`src/rtl/regfile_write_buffer.sv`:
```
// Posted-write buffer in front of the register file write port.
// Producers push {address, data}; entries drain in order, one per cycle,
// unless the write port is borrowed (inp_stall). The two read results are
// corrected for writes still sitting in the buffer.
module regfile_write_buffer #(
    parameter int W     = 16,
    parameter int DEPTH = 4,
    parameter int AW    = 4,
    localparam int PW   = $clog2(DEPTH),
    localparam int CW   = PW + 1
) (
    input  logic          clk,
    input  logic          reset,
    input  logic          inp_valid,
    output logic          out_ready,
    input  logic [AW-1:0] inp_write_address,
    input  logic [W-1:0]  inp_write_data,
    input  logic          inp_stall,
    output logic          out_write_enable,
    output logic [AW-1:0] out_write_address,
    output logic [W-1:0]  out_write_data,
    input  logic [AW-1:0] inp_read_address0,
    input  logic [AW-1:0] inp_read_address1,
    input  logic [W-1:0]  inp_rf_read_data0,
    input  logic [W-1:0]  inp_rf_read_data1,
    output logic [W-1:0]  out_read_data0,
    output logic [W-1:0]  out_read_data1,
    output logic [CW-1:0] out_count,
    output logic          out_empty,
    output logic          out_full
);

    // Entry storage is deliberately not reset; occupancy alone decides validity.
    logic [AW-1:0] addr_q [DEPTH];
    logic [W-1:0]  data_q [DEPTH];

    logic [PW-1:0] wr_ptr_q, wr_ptr_d;
    logic [PW-1:0] rd_ptr_q, rd_ptr_d;
    logic [CW-1:0] count_q,  count_d;

    logic push;
    logic pop;

    // Status and handshake derived from occupancy only.
    always_comb begin
        out_empty        = (count_q == '0);
        out_full         = (count_q == CW'(DEPTH));
        out_ready        = !out_full;
        out_count        = count_q;
        out_write_enable = !out_empty && !inp_stall;
        out_write_address = addr_q[rd_ptr_q];
        out_write_data    = data_q[rd_ptr_q];
        push             = inp_valid && out_ready;
        pop              = out_write_enable;
    end

    // Next-state for pointers and occupancy; pointers wrap modulo DEPTH.
    always_comb begin
        wr_ptr_d = wr_ptr_q;
        rd_ptr_d = rd_ptr_q;
        count_d  = count_q;
        if (push) begin
            wr_ptr_d = wr_ptr_q + PW'(1);
        end
        if (pop) begin
            rd_ptr_d = rd_ptr_q + PW'(1);
        end
        case ({push, pop})
            2'b10:   count_d = count_q + CW'(1);
            2'b01:   count_d = count_q - CW'(1);
            default: count_d = count_q;
        endcase
    end

    // Pointer and occupancy registers; reset discards all pending writes.
    always_ff @(posedge clk or posedge reset) begin
        if (reset) begin
            wr_ptr_q <= '0;
            rd_ptr_q <= '0;
            count_q  <= '0;
        end else begin
            wr_ptr_q <= wr_ptr_d;
            rd_ptr_q <= rd_ptr_d;
            count_q  <= count_d;
        end
    end

    // Capture the pushed write at the tail.
    always_ff @(posedge clk) begin
        if (push) begin
            addr_q[wr_ptr_q] <= inp_write_address;
            data_q[wr_ptr_q] <= inp_write_data;
        end
    end

    // Forwarding: walk from head (oldest) to tail (youngest) so the last
    // match wins. The head being drained this cycle is still a candidate;
    // a write pushed this cycle is not yet stored and so is not seen.
    always_comb begin
        logic [PW-1:0] idx;
        idx            = '0;
        out_read_data0 = inp_rf_read_data0;
        out_read_data1 = inp_rf_read_data1;
        for (int j = 0; j < DEPTH; j++) begin
            idx = rd_ptr_q + PW'(j);
            if (CW'(j) < count_q) begin
                if (addr_q[idx] == inp_read_address0) begin
                    out_read_data0 = data_q[idx];
                end
                if (addr_q[idx] == inp_read_address1) begin
                    out_read_data1 = data_q[idx];
                end
            end
        end
    end

endmodule

```
`config.mk`:
```
export PLATFORM = sky130hd
export DESIGN_NAME = regfile_write_buffer
export DESIGN_NICKNAME = d
export VERILOG_FILES = /design/src/rtl/regfile_write_buffer.sv
export SDC_FILE = /design/constraint.sdc
export NUM_CORES = 1
export LEC_CHECK = 0
export CORE_ASPECT_RATIO = 0.7
export CORE_UTILIZATION = 35
export DETAILED_ROUTE_END_ITERATION = 10
export SLEW_MARGIN = 30
export SYNTH_ARGS = -nofsm -noshare
export SYNTH_HDL_FRONTEND = slang
export SYNTH_SLANG_ARGS = --single-unit
export TNS_END_PERCENT = 100
```
`constraint.sdc`:
```
create_clock -name clk -period 11.9 [get_ports clk]
set_input_delay 3.57 -clock clk [delete_from_list [all_inputs] [get_ports clk]]
set_output_delay 3.57 -clock clk [all_outputs]
set_load 0.01 [all_outputs]
```
==> impl_metrics.ini <==
[floorplanning]
initial_core_util_pct = 35.7
rows = 42
die_area_sq_mm = 0.0198
io_pins = 123
die_h_um = 118
design.core.area_sq_mm = 0.0189
dieWidth_um = 168

[logic_synthesis]
synth_largest_area_cell = edfxtp_1
synth_area_sq_mm = 0.00674
synth_area_leaders = edfxtp_1 (36%), mux2i_1 (11%), mux4_2 (4.3%)
synth_warnings = 0
synth_edf_count = 80
yosys.area.top_type_share_pct = 35.6
synth_seq_area_share_pct = 38.2
netlist_instances = 643
avgSynthCellArea_sq_um = 10.5
synth_nets = 716
async_reset_ff_share_pct = 8.05
ys_ff_latch = 87
synth_cell_types = 52
ys.flop_type = edfxtp_1

[placement]
numPortBuffers = 122
hpwl_um = 14300
dpl_worst_slack_ns = 1.62
place.gp.congestion = 0.873

[worst_setup_path]
r2r_setup_slack_ns = 9.50
start_kind = primary input
end_kind = output pin
worstSetupPathType = in2out
cp_max_fo = 17
cp.required_ns = 8.33
worstPathArrival_ns = 6.81

[power]
p_seq_share_pct = 21.7
clkPwrFrac_pct = 13.0
power_uw = 2340
p_int_uw = 1310
net-switching-power_uw = 1030
ir_drop_mv = 0.102
powerDensity_mw_per_mm2 = 279
p_leak_uw = 0.00315
p_sw_share_pct = 44.2
combPwrFrac_pct = 65.3

[layout]
drive_gt1_share_pct = 13.0
nets = 806
n_antenna_cell = 0
area_growth_pct = 24.5
final_cell_mix = clkdlybuf4s50_1 (122), edfxtp_1 (80), mux2i_1 (74), nand2_1 (72), o21ai_0 (51)
final_common_cell = clkdlybuf4s50_1

[clocking]
cts-resized-gates = 0
cts_root_buffer = clkbuf_16
clk_latency_ns = 0.35
h-tree-depth = 3
cts.sinks = 87
post_cts_buffers = 0
cts_max_path_buffers = 2
clk_pin_slew_ns = 0.06
cts_tree = yes
cts_hold_buf = 0
cts_inserted_buffers = 9

[drt]
drc = 0
routed.top_layer = met4
num_vias = 5667
postRouteAntennaNets = 0
wl_um = 20400
first_pass_iters = 5
dr_wl_met2_um = 9570
drt-met1-wl_um = 8970
wire_per_inst_um = 20.8
viasPerCell = 5.78
drt_iter0_drc = 727
met3_length_um = 1310

[sta]
rsz0062_at_grt = no
fmax_ghz = 0.0963
slew_violations = 0
hold_viol = 0
tns_ns = 0
slew_headroom_pct = 33.4
skew_ns = 0.00628
tightest_slew_ns = 0.998
finalCriticalPeriod_ns = 10.38
setup_viol = 0
layout_setup_ws_ns = 1.52
finalCritPeriodShare_pct = 87.3

[global_route]
grt_max_degree = 63
grt.total_usage_pct = 20.9
grt_first_pass_wirelength_um = 31700
grt_pass1_vias = 5548
antenna_found_initial = 0
grt_overflow = 0

[status]
status = completed

[flow_run]
maxCapViolations = 0

[worst_hold_path]
hold_class = reg2reg
[worst max-delay path: stages]
cell	delay (ns)
clkdlybuf4s50_1	0.63
xnor2_1	0.12
and3_1	0.49
a21oi_2	0.77
a21bo_2	0.30
o221ai_1	0.31
clkdlybuf4s50_1	0.62
[Yosys cell counts, types with 2 or more instances]
library cell and n:
nand2b_1 2, a21oi_2 3, xor2_1 8, o21ai_0 51
xnor2_1 30, edfxtp_1 80, o211ai_1 16, o221ai_1 16
buf_4 5, inv_1 24, mux4_2 13, nand2_1 72
or2_1 2, buf_1 9, mux2i_1 74, ha_1 9
nor2b_1 2, a221oi_1 6, nand3_1 35, mux4_1 3
and3b_1 15, mux2_2 17, nor2_1 22, buf_6 4
a221oi_2 10, dfrtp_1 7, and3_1 5, or2_2 2
nor3_1 2, a21bo_2 15, buf_2 13, a221o_1 15
clkbuf_1 22, a21oi_1 16
[logic make-up (layout without fill, tap and decap cells)]
kind of cell	count (synthesis)	in the layout	synth area share, %
adder cells (fa/ha/maj)	9	9	1.67
AND/OR/NAND/NOR	168	168	12.3
flip-flops	87	87	38.2
AO/OA/AOI/OAI	155	155	17.7
buffers and inverters	79	174	5.77
XOR/XNOR	38	38	4.94
multiplexers	107	107	19.3
[state kept, by name, indices dropped and copies added (netlist names)]
name,count
out_count,3
rd_ptr_q,2
wr_ptr_q,2
data_q,64
addr_q,16
[power groups by stage]
stage                     registers (uW)  logic, uW  clock network, uW
after floorplan                      446       1030                  0
after global placement               504       1490                  0
after detailed placement             511       1510                  0
after CTS                            505       1520                309
after global routing                 519       1640                322
final                                507       1530                305
[layout make-up]
type / count / area [sq um]
fill: 1716 / 10500
multi-input combinational: 477 / 3780
sequential: 87 / 2580
timing repair buffer: 134 / 1310
tap: 242 / 303
clock buffer: 9 / 225
clock inverter: 7 / 96.3
inverter: 24 / 90.1
[metal layers]
layer / global-route usage [%] / vias up
met1: 27.7 / 2749
met5: 0 / -
met3: 4.57 / 50
met2: 33.6 / 251
met4: 7.51 / 0
li1: - / 2617
[through the flow]
step	utilization (%)	cells	hold slack (ns)	cell area (sq um)
global placement	42.8	964	0.603	8070
finish	44.5	980	0.645	8390
detailed placement	42.8	964	0.636	8070
floorplan	-	643	0.580	6740
CTS	44.5	980	0.648	8390
global route	44.5	980	0.686	8390
[final timing paths]
check,startpoint,to,depth (start not counted)
max in group asynchronous,reset,rd_ptr_q[0],2
worst min-delay path,wr_ptr_q[0],wr_ptr_q[0],2
worst min register to register,wr_ptr_q[0],wr_ptr_q[0],2
worst max register to register,out_count[0],data_q[2][2],5
min in group asynchronous,reset,rd_ptr_q[1],2
worst max-delay path,inp_read_address1[1],out_read_data1[3],7
Note: power is estimated with default switching activity, not from simulation.
